<file path="config.mk">
export PLATFORM = sky130hd
export DESIGN_NAME = pipe_skid_reg
export DESIGN_NICKNAME = d
export VERILOG_FILES = /design/src/rtl/pipe_pkg.sv /design/src/rtl/pipe_data_reg.sv /design/src/rtl/pipe_skid_reg.sv
export SDC_FILE = /design/constraint.sdc
export NUM_CORES = 1
export LEC_CHECK = 0
export ABC_AREA = 1
export BUFFER_PORTS_ARGS = -buffer_cell sky130_fd_sc_hd__buf_2
export CAP_MARGIN = 10
export CORE_MARGIN = 4
export CORE_UTILIZATION = 48
export CTS_BUF_LIST = sky130_fd_sc_hd__clkbuf_2 sky130_fd_sc_hd__clkbuf_4 sky130_fd_sc_hd__clkbuf_8
export DETAILED_ROUTE_END_ITERATION = 12
export HOLD_SLACK_MARGIN = 0.08
export PLACE_DENSITY_LB_ADDON = 0.1
export SYNTH_ARGS = -nofsm -noshare
export SYNTH_HDL_FRONTEND = slang
export SYNTH_SLANG_ARGS = --single-unit
</file>
<file path="constraint.sdc">
create_clock -name clk -period 1.3 [get_ports clk]
set_input_delay 0.13 -clock clk [delete_from_list [all_inputs] [get_ports clk]]
set_output_delay 0.13 -clock clk [all_outputs]
set_load 0.02 [all_outputs]
</file>
<file path="src/rtl/pipe_pkg.sv">
// pipe_pkg: shared state encoding and default payload width for the pipeline skid register
package pipe_pkg;
  localparam int WIDTH_DEF = 8;
  typedef enum logic [1:0] {
    ST_EMPTY = 2'd0,
    ST_BUSY  = 2'd1,
    ST_FULL  = 2'd2
  } state_e;
endpackage

</file>
<file path="src/rtl/pipe_data_reg.sv">
// pipe_data_reg: load-enable payload register with synchronous active-low reset
module pipe_data_reg #(
  parameter int WIDTH = 8
) (
  input  logic             clk,
  input  logic             reset,
  input  logic             en_i,
  input  logic [WIDTH-1:0] d_i,
  output logic [WIDTH-1:0] q_o
);
  logic [WIDTH-1:0] data_q;
  always_ff @(posedge clk)
    if (!reset) data_q <= '0;
    else if (en_i) data_q <= d_i;
  assign q_o = data_q;
endmodule

</file>
<file path="src/rtl/pipe_skid_reg.sv">
// pipe_skid_reg: two-entry skid buffer with registered ready, full throughput and synchronous flush
module pipe_skid_reg
  import pipe_pkg::*;
#(
  parameter int WIDTH = WIDTH_DEF,
  parameter int CNT_W = 2
) (
  input  logic             clk,
  input  logic             reset,
  input  logic             flush,
  input  logic             in_valid,
  output logic             in_ready,
  input  logic [WIDTH-1:0] in_data,
  output logic             out_valid,
  input  logic             out_ready,
  output logic [WIDTH-1:0] out_data,
  output logic [CNT_W-1:0] occupancy
);
  state_e           state_q, state_d;
  logic             in_ready_q, in_ready_d;
  logic             in_fire, out_fire, main_ld, skid_ld;
  logic [WIDTH-1:0] main_q, skid_q, main_d;
  assign in_fire  = in_valid & in_ready_q;
  assign out_fire = out_valid & out_ready;
  assign main_d   = state_q == ST_FULL ? skid_q : in_data;
  always_comb begin
    state_d = state_q;
    main_ld = 1'b0;
    skid_ld = 1'b0;
    case (state_q)
      ST_EMPTY: begin
        state_d = in_fire ? ST_BUSY : ST_EMPTY;
        main_ld = in_fire;
      end
      ST_BUSY: begin
        state_d = (in_fire & ~out_fire) ? ST_FULL : (~in_fire & out_fire) ? ST_EMPTY : ST_BUSY;
        main_ld = in_fire & out_fire;
        skid_ld = in_fire & ~out_fire;
      end
      ST_FULL: begin
        state_d = out_fire ? ST_BUSY : ST_FULL;
        main_ld = out_fire;
      end
      default: state_d = ST_EMPTY;
    endcase
    if (flush) begin
      state_d = ST_EMPTY;
      main_ld = 1'b0;
      skid_ld = 1'b0;
    end
  end
  assign in_ready_d = state_d != ST_FULL;
  always_ff @(posedge clk)
    if (!reset) begin
      state_q    <= ST_EMPTY;
      in_ready_q <= 1'b0;
    end else begin
      state_q    <= state_d;
      in_ready_q <= in_ready_d;
    end
  pipe_data_reg #(.WIDTH(WIDTH)) u_main (
    .clk   (clk),
    .reset (reset),
    .en_i  (main_ld),
    .d_i   (main_d),
    .q_o   (main_q)
  );
  pipe_data_reg #(.WIDTH(WIDTH)) u_skid (
    .clk   (clk),
    .reset (reset),
    .en_i  (skid_ld),
    .d_i   (in_data),
    .q_o   (skid_q)
  );
  assign in_ready  = in_ready_q;
  assign out_valid = state_q != ST_EMPTY;
  assign out_data  = main_q;
  assign occupancy = state_q == ST_FULL ? CNT_W'(2) : state_q == ST_BUSY ? CNT_W'(1) : '0;
endmodule

</file>
==> flow_summary.ini <==
[timing]
hold_viol_final = 0
finalCritPeriodShare = 1.087
worst_slew_pin_slew_ns = 0.2383
finalCriticalPeriod_ns = 1.413
fmax_mhz = 707.7
rsz0062_at_grt = yes
clock_skew_ns = 0.004344
slew_violations = 0
fin_ws_ns = -0.1131
finalSetupViolCount = 20
setup_tns_ns = -0.7390
relSlewSlack = 0.8408

[worst_setup_path]
worstSetupStartpointType = flop
end_kind = flop
critPathArrivalTime_ns = 1.63
critPathKind = flop to flop
crit_required_ns = 1.51
path_max_fanout = 7

[global_routing]
grt_max_degree = 18
antenna_found_initial = 0
grt_pass1_wl_mm = 4.609
first_global_vias = 1034
gr-total-overflow = 0
track_usage = 0.2288

[synthesis]
post_synth.cell_area_avg_um2 = 6.670
synth-main-ff-cell = dfxtp_1
yosysUniqueCellTypes = 19
synth_fp_nets = 160
seq_area_frac_synth = 0.3933
async_reset_ff_frac = 0
ys_ff_latch = 19
yosysWarningCount = 0
synth_top_area_frac = 0.3933
synth_largest_area_cell = dfxtp_1
syn_area_um2 = 967.2
yosysMostFrequentCell = nand2_1
synth-edff-count = 0
synth_area_leaders = dfxtp_1 39%, nand2_1 11%, nand3_1 10%
synth_cells = 145
yosys-top-cells-count = 28 x nand2_1, 26 x nor2_1, 20 x nand3_1

[detailed_routing]
vias = 1142
drc_errors = 0
vias_per_cell = 5.287
antenna_left = 0
wl_mm = 3.196
drtPass1Iterations = 4
post_drt_wl_per_cell_um = 14.80
drt_iter0_markers = 56

[finish]
syn_to_final_growth_pct = 60.28
fin_cells = 216
finalNetCount = 207
antennaDiodeCount = 0
layout-drive-gt1-share = 0.4084

[power]
vdd_drop_max_mv = 0.4936
leakagePower_nw = 0.7438
power.density_nw_per_um2 = 789.2

[job]
drv_cap = 0

[floorplanning]
die_w_um = 52.89
ioPinCount = 25
dieArea_um2 = 2797
start_util = 0.5313
row_count = 15
core_area_um2 = 1821
die_height_um = 52.89

[clock_tree]
path_clk_slew_ns = 0.12
cts_tree = yes
clockBufferDepth = 2
htree_levels = 1
cts_root_buf = clkbuf_4
clk_latency_ns = 0.31
cts_made_buffers = 3
cts.sinks = 19

[placement]
placedCellCount = 196
dp_hpwl_mm = 1.620
portBuffers = 24
routabilityCongestion = 0.7467

[worst_hold_path]
hold_class = input port to flop

[run_status]
status = finished with violations
violations = negative setup slack
-- power by group --
part	leakage (nW)	internal [mW]	switching [mW]
sequential	0.156	0.601	0.0137
combinational	0.570	0.123	0.164
clock	0.0177	0.115	0.207
total	0.744	0.838	0.385
-- metal layers --
layer  track usage  part of all wire  up-vias
met1        0.2828              0.40      522
met4        0.1106             0.022        0
met2        0.3781              0.52       58
li1              -                 -      552
met5             0                 0        -
met3       0.04225             0.064       10
-- placed cells by master, fill, tap and decap left out, drive strengths merged, types with 3 or more instances in the layout --
master,instances
buf,40
nand2,29
nor2,27
nand3,23
dfxtp,19
inv,18
a21oi,9
dlygate4sd3,8
o21ai,8
clkbuf,3
clkinv,3
-- repair_timing --
action,4_1_cts,5_1_grt
hold buffers,7,1
setup endpoints to repair,18,21
pin swaps,7,10
gates resized for setup,30,21
buffers inserted,5,2
endpoints found under the hold margin,7,1
cloned,1,0
-- cell families after synthesis --
| group | share of synthesized area |
|---|---|
| and+or+nand+nor | 0.3545 |
| adders and majority gates | 0.02587 |
| AOI/OAI and AO/OA | 0.1035 |
| buffers and inverters | 0.1229 |
| DFF | 0.3933 |
-- worst paths after layout --
| path | startpoint | endpoint | slack (ns) | cells past startpoint |
|---|---|---|---|---|
| hold / removal | reset | u_skid.q_o[4] | 0.09 | 3 |
| setup / recovery | state_q[1] | u_skid.q_o[2] | -0.11 | 8 |
| setup reg to reg | state_q[1] | u_skid.q_o[2] | -0.11 | 8 |
| hold reg to reg | u_main.q_o[2] | u_main.q_o[2] | 0.49 | 2 |
-- per-stage QoR --
stage / setup slack, ns / util / hold slack [ns] / area (µm²) / total power, mW
CTS: -0.01609 / 0.7890 / 0.08261 / 1436 / 1.188
finish: -0.1131 / 0.8515 / 0.09246 / 1550 / 1.223
global route: -0.1680 / 0.8515 / 0.09321 / 1550 / 1.275
global placement: 0.003714 / 0.6406 / 0.3794 / 1166 / 0.8212
floorplan: 0.001864 / - / 0.2788 / 978.4 / 0.7566
detailed placement: -0.05115 / 0.6406 / 0.3920 / 1166 / 0.8253
-- final cells by class --
| type | count | area [µm²] |
|---|---|---|
| multi-input combinational | 100 | 633.1 |
| sequential | 19 | 389.1 |
| timing repair buffer | 48 | 384.1 |
| fill | 113 | 270.3 |
| inverter | 20 | 85.08 |
| tap | 25 | 31.28 |
| clock buffer | 3 | 22.52 |
| clock inverter | 1 | 5.005 |
-- registers in the layout (all words and copies together), names as in the netlist --
signal and cells:
u_skid.q_o 8, in_ready 1, u_main.q_o 8, state_q 2
-- worst max-delay path, stage by stage, from the launching register on --
cell     delay, ns
dfxtp_4       0.39
nor2_4        0.15
nor2_4        0.06
inv_2         0.07
ha_4          0.15
nand3_4       0.11
buf_6         0.16
o21ai_1       0.16
nor2_1        0.06
Power figures use the tool's default switching activity.
